===== config.mk =====
export PLATFORM = sky130hd
export DESIGN_NAME = uart_tx_fifo
export DESIGN_NICKNAME = d
export VERILOG_FILES = /design/src/rtl/uart_tx_fifo.sv
export SDC_FILE = /design/constraint.sdc
export NUM_CORES = 1
export LEC_CHECK = 0
export CORE_MARGIN = 8
export CORE_UTILIZATION = 30
export DETAILED_ROUTE_END_ITERATION = 16
export PLACE_DENSITY = 0.52
export SETUP_SLACK_MARGIN = 0.4
export SKIP_CTS_REPAIR_TIMING = 1
export SYNTH_ARGS = -nofsm -noshare
export SYNTH_HDL_FRONTEND = slang
export SYNTH_SLANG_ARGS = --single-unit

===== constraint.sdc =====
create_clock -name clk -period 3.24 [get_ports clk]
set_input_delay 0.648 -clock clk [delete_from_list [all_inputs] [get_ports clk]]
set_output_delay 0.648 -clock clk [all_outputs]
set_load 0.01 [all_outputs]

===== src/rtl/uart_tx_fifo.sv =====
// uart_tx_fifo: byte FIFO that drains into a uart transmitter, one byte per idle period.
module uart_tx_fifo #(
  parameter int DEPTH_LOG2 = 4
) (
  input  logic                clk,
  input  logic                rst,
  input  logic [7:0]          in_data,
  input  logic                in_wr,
  output logic                in_full,
  output logic [DEPTH_LOG2:0] count,
  output logic                overflow,
  output logic [7:0]          tx_data,
  output logic                tx_wr,
  input  logic                tx_busy
);
  localparam int DEPTH = 2 ** DEPTH_LOG2;
  typedef enum logic [1:0] {IDLE, SEND, HOLD, WAIT} state_t;
  state_t r_state, w_next;
  logic [7:0] r_mem [DEPTH];
  logic [DEPTH_LOG2-1:0] r_rd_ptr, r_wr_ptr;
  logic [DEPTH_LOG2:0] r_count;
  logic r_overflow, r_tx_wr;
  logic [7:0] r_tx_data;
  logic w_push, w_pop;
  assign in_full  = r_count == (DEPTH_LOG2+1)'(DEPTH);
  assign w_push   = in_wr && !in_full;
  assign w_pop    = r_state == IDLE && r_count != '0 && !tx_busy;
  assign count    = r_count;
  assign overflow = r_overflow;
  assign tx_data  = r_tx_data;
  assign tx_wr    = r_tx_wr;
  // HOLD skips one cycle of tx_busy because the uart raises busy a cycle after wr
  always_comb begin
    w_next = r_state;
    case (r_state)
      IDLE:    w_next = w_pop ? SEND : IDLE;
      SEND:    w_next = HOLD;
      HOLD:    w_next = WAIT;
      WAIT:    w_next = tx_busy ? WAIT : IDLE;
      default: w_next = IDLE;
    endcase
  end
  always_ff @(posedge clk) begin
    if (rst) r_state <= IDLE;
    else     r_state <= w_next;
  end
  always_ff @(posedge clk) begin
    if (!rst && w_push) r_mem[r_wr_ptr] <= in_data;
  end
  always_ff @(posedge clk) begin
    if (rst) begin
      r_rd_ptr   <= '0;
      r_wr_ptr   <= '0;
      r_count    <= '0;
      r_overflow <= 1'b0;
      r_tx_wr    <= 1'b0;
      r_tx_data  <= 8'h00;
    end else begin
      if (w_push) r_wr_ptr <= r_wr_ptr + 1'b1;
      if (w_pop) begin
        r_rd_ptr  <= r_rd_ptr + 1'b1;
        r_tx_data <= r_mem[r_rd_ptr];
      end
      r_count <= r_count + (DEPTH_LOG2+1)'(w_push) - (DEPTH_LOG2+1)'(w_pop);
      if (in_wr && in_full) r_overflow <= 1'b1;
      r_tx_wr <= w_pop;
    end
  end
endmodule


# Word level (Yosys, flattened, before mapping)
# Memories as Yosys holds them, arrays and structs flattened. A register that Yosys moved wholly into a read port is not among the register bits.
# Index checks and enable logic that the tools add are counted.
[word_totals]
ramBits = 128
mem_count = 1
ff_bits = 17
output_inout_bits = 16
in_bits = 12
[memory_table]
columns = ["memory", "depth", "word_bits", "rd", "rd_clocked_by_memory_dff", "write_ports", "line", "source"]
rows = [
  ["r_mem", 16, 8, 1, 1, 1, "19", "logic [7:0] r_mem [DEPTH];"],
]
[classes]
add_sub_neg = 4
n_eq_ne = 4
n_mux = 5
reduce_logical = 10
[op_table]
columns = ["cell", "count"]
rows = [
  ["$add 4x1->4 const B", 2],
  ["$pmux 2 s4", 1],
  ["$add 5x1->5", 1],
  ["$eq 5x5->1 const B", 1],
  ["$logic_and 1x1->1", 5],
  ["$reduce_bool 5->1", 1],
  ["$sub 5x1->5", 1],
  ["$eq 2x2->1 const B", 2],
  ["$logic_not 1->1", 3],
  ["$mux 1", 3],
  ["$eq 2x1->1 const B", 1],
  ["$logic_not 2->1", 1],
  ["$mux 2", 1],
]

# Depth between registers and ports, before layout
# Gate-level depths: netlist (run 1).
[depth]
word_depth = 6
mapped_depth = 15
ltp_nobuf = 14

# Least setup slack after synthesis (run 1)
# No wires, ideal clock.
[synth_timing]
kind = "reg-to-reg"
from = "register r_count[3] (netlist: count[3])"
to = "register r_count[4] (netlist: count[4])"
required_ns = 3.123
path_stages_with_launch = 15
synth_period_minus_slack_ns = 2.584
setup_time_ns = 0.117
n_path_buf = 0
slack_ns = 0.656
t_arrival_ns = 2.467
cell_sequence = "dfxtp_1 inv_1 ha_1 or4b_4 nand2_2 inv_2 ha_1 inv_1 ha_1 inv_1 fa_1 nor2b_1 o21bai_1 a21oi_1 nor3b_1"
[synth_via]
word_cells_on_any_way = 8
classes_between = "add/sub (2); eq/ne (1); reduce/logical (5)"
[synth_lines]
columns = ["item", "line", "source"]
rows = [
  ["from (decl)", "21", "logic [DEPTH_LOG2:0] r_count;"],
  ["from (signal assigned)", "64", "r_count <= r_count + (DEPTH_LOG2+1)'(w_push) - (DEPTH_LOG2+1)'(w_pop);"],
  ["$reduce_bool 5->1", "27", "assign w_pop = r_state == IDLE && r_count != '0 && !tx_busy;"],
  ["$logic_and 1x1->1 (2 in a row)", "27", ""],
  ["via w_pop", "24", "logic w_push, w_pop;"],
  ["$sub 5x1->5", "64", ""],
]
# The timed path passes the listed nets, and every way through them passes these cells.
# A chain may end at the register's enable or synchronous reset.

# Worst setup path after layout (run 1)
# Ends and elaborated chain as after synthesis.

==> flow_results.org, run 1 <==
** Logic synthesis
- Ys Warns :: 0
- When the netlist entered floorplanning its net count stood at 360.
- Synth cell types :: 37
- Counting flops with an async set or reset pin after synthesis yields a share of 0%.
- Among all flip-flop cells after synthesis, the most frequent one is sky130_fd_sc_hd__edfxtp_1.
- Dividing the synthesized area by the synthesized cell count gives 18.39 um2.
- Counting every instance in the synthesized netlist gives 336.
- The synthesized netlist occupies a cell area of 6178 um2.
- Sequential cells were found to cover 70.31% of the synthesized design area.
- FF+latch count, synth :: 153
- Counting flops with a built-in enable in the synthesized netlist gives 128.

** STA
- Setup repair after global routing left no endpoint under its margin.
- After routing, the total negative slack on setup checks comes to 0 ns.
- On the final layout, the worst clock skew is 0.01272 ns.
- Worst relative slew slack :: 55.16%
- Min Tclk post-route :: 2.674 ns
- After layout, the worst path uses 82.53% of the clock period.
- Setup violations remaining at the end of the flow were counted as 0.
- Static timing analysis puts the maximum clock frequency at 0.3740 GHz.
- The hold violation total from the final report was 0.
- Total count of max-transition violations in the final report :: 0
- At the pin with the least slew margin, the transition time is 0.6726 ns.

** Critical path
- The setup check on the worst reg-to-reg path leaves a slack of 0.57 ns.
- Setup crit end kind :: flip-flop
- The worst register-to-register path has a depth of 14.
- The setup path with the least slack is of type reg -> reg.
- Biggest fanout along the worst timing path :: 4
- At the worst endpoint, the arrival time is 2.97 ns.
- Endpoint of the lowest-slack register-to-register path :: count[4]$_SDFF_PP0_
- In this run the critical register-to-register path is launched from count[3]$_SDFF_PP0_.
- For the worst setup path, the data required time is 3.54 ns.
- Startpoint class of the critical path :: flip-flop

** Layout
- Fin area :: 7457 um2
- For this run, the post-layout net count is 412.
- The number of antenna diodes in the final layout is 0.
- The area growth from synthesis to layout is 20.70%.
- Ratio of cells with drive above 1 in the final layout :: 19.95%

** Power and ir drop
- Internal power comes to 3.924 mW.
- Across the VDD grid, the largest voltage drop is 340.9 uV.
- Sequential cells burn 44.4% of the power.
- Power density normalized to cell area :: 718.4 nW/um2
- Part of the power in combinational logic :: 18.9%
- Switching power share of the total :: 26.76%
- Clk network pwr share :: 36.8%
- For this design the total switching power over the nets is 1.434 mW.
- Summed over all cells, the static leakage comes to 2.451 nW.

** Routing
- Post-route ant nets :: 0
- Before antenna repair, the detailed router went through 4 iterations.
- Wire length per cell after detailed routing :: 18.66 um
- Routed length on met3 :: 785 um
- Final wirelength :: 12520 um
- Post-detailed-route via-to-cell ratio :: 4.645
- In the final routing, the length of wire on met1 measures 5576 um.
- Initial drt markers :: 263
- Summed over all nets, wire length on met2 after detailed routing comes to 5924 um.
- Post-detailed-route DRC marker count :: 0
- The routed layout has 3117 vias.
- Highest metal used :: met4

** CTS
- The tree is rooted in a sky130_fd_sc_hd__clkbuf_16.
- Clock tree synthesis found a total of 153 sinks.
- Counting along the longest clock path gives a buffer depth of 2.
- TritonCTS built the clock tree.
- CTS clock-pin slew for the worst setup and hold paths :: 0.06 ns
- In this run the number of H-tree levels came out at 4.
- Number of buffers added by the clock tree synthesis step :: 17
- The clock reaches the later pin of the worst-skew pair after 0.42 ns.

** Die
- In this run the horizontal extent of the chip is 159.5 um.
- From bottom edge to top edge, the die measures 159.5 um.
- Row Count :: 52
- Initial Util :: 30.53%
- Count of boundary I/O pins :: 28
- The region available for standard cell placement spans 20230 um2.
- The die covers 25440 um2.

** Worst hold path
- The path with the worst hold slack has its endpoint at overflow$_SDFFE_PP0P_.
- The min-delay analysis places its worst path in the category reg -> reg.
- Hold-critical path depth :: 2
- The startpoint identified for the worst hold timing path is overflow$_SDFFE_PP0P_.

** Global route
- Maximum number of pins on one net before global-route repair :: 35
- First-pass GRT wire length :: 19460 um
- Vias in the first global route :: 3292
- The initial antenna violation count came to 0.
- Global routing finished with a remaining overflow of 0.
- Global routing usage summed across all routing layers :: 10.34%

** Place
- Placed inst area :: 6833 um2
- Post-DP HPWL :: 7936 um
- In this run the tool buffered the top-level ports with 27 buffer cells.
- The congestion estimate from routability-driven global placement came to 0.7320.

** Run status
- Result of the run :: completed

** Flow run
- Max-cap violations in this run came to 0.
-- how the worst max path moves through the flow --
stage          cells past startpoint  slack [ns]                start             endpoint
6_report                          14        0.57  count[3]$_SDFF_PP0_  count[4]$_SDFF_PP0_
3_3_place_gp                      13        0.31              tx_busy  count[4]$_SDFF_PP0_
3_5_place_dp                      13        0.21              tx_busy  count[4]$_SDFF_PP0_
2_1_floorplan                     14        0.66  count[3]$_SDFF_PP0_  count[4]$_SDFF_PP0_
4_1_cts                           14        0.46  count[2]$_SDFF_PP0_  count[4]$_SDFF_PP0_
5_1_grt                           14        0.38  count[3]$_SDFF_PP0_  count[4]$_SDFF_PP0_
-- worst max-delay path, stage by stage, from the launching register on --
cell and delay, ns:
sky130_fd_sc_hd__dfxtp_1 0.32, sky130_fd_sc_hd__inv_1 0.08, sky130_fd_sc_hd__ha_2 0.17, sky130_fd_sc_hd__or4b_4 0.50, sky130_fd_sc_hd__nand2_4 0.09, sky130_fd_sc_hd__inv_2 0.06, sky130_fd_sc_hd__ha_1 0.28, sky130_fd_sc_hd__inv_1 0.06
sky130_fd_sc_hd__ha_1 0.15, sky130_fd_sc_hd__inv_1 0.06, sky130_fd_sc_hd__fa_2 0.36, sky130_fd_sc_hd__nor2b_4 0.13, sky130_fd_sc_hd__o21bai_2 0.08, sky130_fd_sc_hd__a21oi_2 0.16, sky130_fd_sc_hd__nor3b_2 0.06
-- metrics by stage --
stage                     setup WS [ns]  hold WS [ns]  power, mW  instances  utilization (%)
after global routing             0.3801        0.5048      5.606        671            36.85
final                            0.5661        0.4739      5.357        671            36.85
after CTS                        0.4582        0.4797      5.363        671            36.71
after floorplan                  0.6560        0.4759      3.034        336                -
after detailed placement         0.2120        0.4654      3.387        639            33.77
after global placement           0.3108        0.4523      3.358        639            33.77
-- final cells by class --
cell class,instances,area [um2]
Tap cell,270,337.8
Clock inverter,15,168.9
Sequential cell,153,4345
Timing Repair Buffer,49,447.9
Inverter,13,48.80
Multi-Input combinational cell,154,1683
Fill cell,1866,12780
Clock buffer,17,425.4
-- layer usage --
layer / track usage [%] / up-vias
li1: - / 1428
met1: 12.98 / 1586
met2: 15.69 / 82
met3: 3.800 / 21
met4: 4.588 / 0
met5: 0 / -
-- placed cells by master, fill, tap and decap left out, types with 10 or more instances in the layout --
master	instances
sky130_fd_sc_hd__nor2_1	29
sky130_fd_sc_hd__buf_4	21
sky130_fd_sc_hd__edfxtp_1	128
sky130_fd_sc_hd__mux2i_1	16
sky130_fd_sc_hd__mux4_1	16
sky130_fd_sc_hd__ha_1	10
sky130_fd_sc_hd__inv_1	11
sky130_fd_sc_hd__mux4_2	16
sky130_fd_sc_hd__clkbuf_16	17
sky130_fd_sc_hd__dfxtp_1	24
sky130_fd_sc_hd__clkdlybuf4s50_1	27
-- logic make-up (layout without fill, tap and decap cells) --
family / Yosys count / in the layout / share of synthesized area (%)
and+or+nand+nor: 69 / 69 / 5.852
muxes: 48 / 48 / 15.23
buffers and inverters: 29 / 94 / 2.936
AOI/OAI and AO/OA: 17 / 17 / 1.985
xor gates and xnor gates: 8 / 8 / 1.134
adders and majority gates: 12 / 12 / 2.552
DFF: 153 / 153 / 70.31
-- synthesized netlist by cell type (2+ instances only) --
cell	count	share of area, %
sky130_fd_sc_hd__ha_1	11	2.2
sky130_fd_sc_hd__mux4_2	16	5.8
sky130_fd_sc_hd__nand3_1	5	0.40
sky130_fd_sc_hd__nor2_1	29	1.8
sky130_fd_sc_hd__mux2i_1	16	2.6
sky130_fd_sc_hd__o221ai_1	8	1.1
sky130_fd_sc_hd__and3_1	2	0.20
sky130_fd_sc_hd__xnor2_1	3	0.43
sky130_fd_sc_hd__dfxtp_1	25	8.1
sky130_fd_sc_hd__nand3b_1	9	1.1
sky130_fd_sc_hd__nand2_1	9	0.55
sky130_fd_sc_hd__edfxtp_1	128	62
sky130_fd_sc_hd__nor2b_1	4	0.40
sky130_fd_sc_hd__inv_1	12	0.73
sky130_fd_sc_hd__or3_1	2	0.20
sky130_fd_sc_hd__buf_4	4	0.49
sky130_fd_sc_hd__xor2_1	5	0.71
sky130_fd_sc_hd__buf_12	2	0.65
sky130_fd_sc_hd__buf_2	5	0.40
sky130_fd_sc_hd__nor3_1	2	0.16
sky130_fd_sc_hd__a21oi_1	6	0.49
sky130_fd_sc_hd__clkbuf_1	3	0.18
sky130_fd_sc_hd__mux4_1	16	6.8
-- state kept, by name, indices dropped and copies added, names as in the netlist --
register  flops
r_rd_ptr      4
r_wr_ptr      4
r_mem       128
r_state       2
tx_wr         1
count         5
overflow      1
tx_data       8
-- power by group through the flow --
stage | Clock (mW) | Combinational, mW | Sequential, mW
after floorplan | 0 | 0.659 | 2.37
final | 1.97 | 1.01 | 2.38
after global placement | 0 | 0.941 | 2.42
after detailed placement | 0 | 0.962 | 2.43
after CTS | 2.01 | 0.968 | 2.38
after global routing | 2.09 | 1.12 | 2.40
Power figures use the tool's default switching activity.
==> inputs of run 2 (changes only) <==
- clock period: 3.24 -> 2.8 ns (I/O delays scaled with it)
==> flow_results.org, run 2 (synthesis gave the netlist of run 1 again) <==
** Die
- Die width :: 159.5 um
- Core region area :: 20230 um2
- Die area :: 25440 um2
- After floorplanning, the core was divided into 52 placement rows.
- Measured along the y axis, the die boundary spans 159.5 um.
- Initial Util :: 30.53%
- Count of boundary I/O pins :: 28

** Place
- Last weighted congestion value of the routability-driven placer :: 0.7448
- Placed inst area :: 6908 um2
- Post-DP HPWL :: 7958 um
- Input and output buffers added on the ports amount to 27.
- Prior to clock tree synthesis, the placed netlist has a worst setup slack of 0.06852 ns.
- Placed cell count :: 642

** STA
- Worst relative slew slack :: 64.14%
- In the finished design, the share of the clock period the worst path needs comes to 88.57%.
- Hold is met by 0.4748 ns.
- Final setup viols :: 0
- On the final layout, the worst clock skew is 0.008850 ns.
- Setup repair after global routing missed its margin :: true
- After routing, the total negative slack on setup checks comes to 0 ns.
- Max Freq :: 0.4032 GHz
- Total count of max-transition violations in the final report :: 0
- For the pin with the worst max-slew slack, the measured transition is 0.5372 ns.
- Setup slack on the critical path of the routed design comes to 0.3201 ns.
- Min Tclk post-route :: 2.480 ns
- Final number of hold-violating endpoints :: 0

** Flow run
- Max-cap violations in this run came to 0.

** Routing
- After detailed routing, the total wire length is 12510 um.
- Total iterations of the first detailed-routing run :: 4
- After detailed routing, the average wire length per cell comes to 18.43 um.
- Post-route ant nets :: 0
- Initial drt markers :: 255
- Post-detailed-route via-to-cell ratio :: 4.594
- Post-detailed-route DRC marker count :: 0
- Detailed routing inserted a total of 3119 vias.

** Global route
- Maximum number of pins on one net before global-route repair :: 36
- The first global-routing pass estimated 19180 um of wire.
- Vias in the first global route :: 3203
- The initial antenna violation count was 0.
- For this run the aggregate overflow at the end of global routing stands at 0.
- Across every metal layer, demand over resource in global routing totals 10.11%.

** Layout
- The filler cells instantiated in the layout total 1888.
- Counting flops per register, the top entry is r_mem.
- Ratio of cells with drive above 1 in the final layout :: 22.98%
- Largest register FFs :: 128
- The number of antenna diodes in the final layout is 0.
- The library cells used most frequently in the layout, excluding fill and tap cells, are sky130_fd_sc_hd__edfxtp_1, sky130_fd_sc_hd__nor2_1, sky130_fd_sc_hd__buf_4, sky130_fd_sc_hd__clkdlybuf4s50_1, sky130_fd_sc_hd__dfxtp_1.
- Once layout is done, the placed cells without fillers occupy 7533 um2.
- The area growth from synthesis to layout is 21.93%.
- Measured on the finished design, the core utilization comes to 37.23%.
- After the last flow step, the layout net total stands at 420.
- The count of cells in the finished layout, fillers not included, comes to 679.
- Leading cell type in the layout, fill and taps excluded :: sky130_fd_sc_hd__edfxtp_1

** Critical path
- Data on the critical path arrives at its endpoint at 2.78 ns.
- The worst setup path is captured at a flip-flop.
- The critical path contains buffers and inverters numbering 4 combined.
- The largest individual stage delay along the critical path comes from the cell sky130_fd_sc_hd__or4b_4.
- For the worst setup path, the data required time is 3.10 ns.
- STA classifies the critical path startpoint as a flip-flop.
- Cell seen most often among critical-path stages :: sky130_fd_sc_hd__ha_4
- Kind of cell adding the most delay to the critical path :: simple AND/OR/NAND/NOR gates
- Traced cell by cell, the critical path runs through inv_4 > ha_4 > or4b_4 > nand2_4 > inv_4 > ha_4 > inv_2 > ha_4 > inv_2 > fa_2 > nor2b_2 > o21bai_1 > a21oi_1 > nor3b_2.
- In this design, the stage delay of the slowest critical-path cell is 0.49 ns.
- In this run the worst path has a maximum fanout of 3.
- The critical path is of the reg -> reg type.

** Power and ir drop
- Pleak :: 2.472 nW
- Summing internal, switching and leakage power gives 6.214 mW.
- VDD sags by at most 433.2 uV.
- Power density normalized to cell area :: 824.9 nW/um2

** CTS
- Number of buffers added by the clock tree synthesis step :: 17
- TritonCTS sink count :: 153
- The root buffer cell chosen for the clock tree is sky130_fd_sc_hd__clkbuf_16.
- Later-pin clock latency in the skew report :: 0.42 ns
- Largest buffer count on any clock path :: 2
- CTS tree :: yes
- The clock tree synthesis step divided the H-tree into 4 levels.
- After clock tree synthesis, the clock-pin slew on the worst setup and hold paths is 0.06 ns.

** Run status
- The flow ran to the end, and the final reports show no timing, DRC or antenna violations.

** Worst hold path
- Hold WC Path Type :: reg -> reg
run 2: per-layer routing:
metal	share of wire, %	GRT usage (%)	wire length [um]	vias to the layer above
met5	0	0	0	-
met4	1.3	3.731	168	0
met3	6.7	2.896	837	13
met2	48	15.92	5956	79
met1	44	13.00	5548	1583
li1	-	-	-	1444
run 2: power by group:
part	internal [mW]	switching (mW)	total [mW]
logic	0.687	0.608	1.30
registers	2.60	0.127	2.73
clock network	1.24	0.948	2.19
run 2: worst reg2reg max path: stages (launching register included):
cell                       delay (ns)
sky130_fd_sc_hd__dfxtp_4         0.35
sky130_fd_sc_hd__inv_4           0.06
sky130_fd_sc_hd__ha_4            0.12
sky130_fd_sc_hd__or4b_4          0.49
sky130_fd_sc_hd__nand2_4         0.11
sky130_fd_sc_hd__inv_4           0.04
sky130_fd_sc_hd__ha_4            0.20
sky130_fd_sc_hd__inv_2           0.06
sky130_fd_sc_hd__ha_4            0.12
sky130_fd_sc_hd__inv_2           0.03
sky130_fd_sc_hd__fa_2            0.33
sky130_fd_sc_hd__nor2b_2         0.13
sky130_fd_sc_hd__o21bai_1        0.08
sky130_fd_sc_hd__a21oi_1         0.18
sky130_fd_sc_hd__nor3b_2         0.06
run 2: final timing paths:
| check | slack, ns | depth (start not counted) | startpoint | to |
|---|---|---|---|---|
| max | 0.32 | 14 | count[3]$_SDFF_PP0_ | count[4]$_SDFF_PP0_ |
| min | 0.47 | 2 | overflow$_SDFFE_PP0P_ | overflow$_SDFFE_PP0P_ |
| max reg2reg | 0.32 | 14 | count[3]$_SDFF_PP0_ | count[4]$_SDFF_PP0_ |
| min reg2reg | 0.47 | 2 | overflow$_SDFFE_PP0P_ | overflow$_SDFFE_PP0P_ |
run 2: layout make-up:
type                    count  area, um2  area share [%]
clock buffers              18      429.2           5.697
flip-flops and latches    153       4350           57.75
well taps                 270      337.8           4.484
multi-input cells         154       1705           22.64
inverters                  13      53.80          0.7142
clock inverters            14      136.4           1.810
repair buffers             57      520.5           6.909
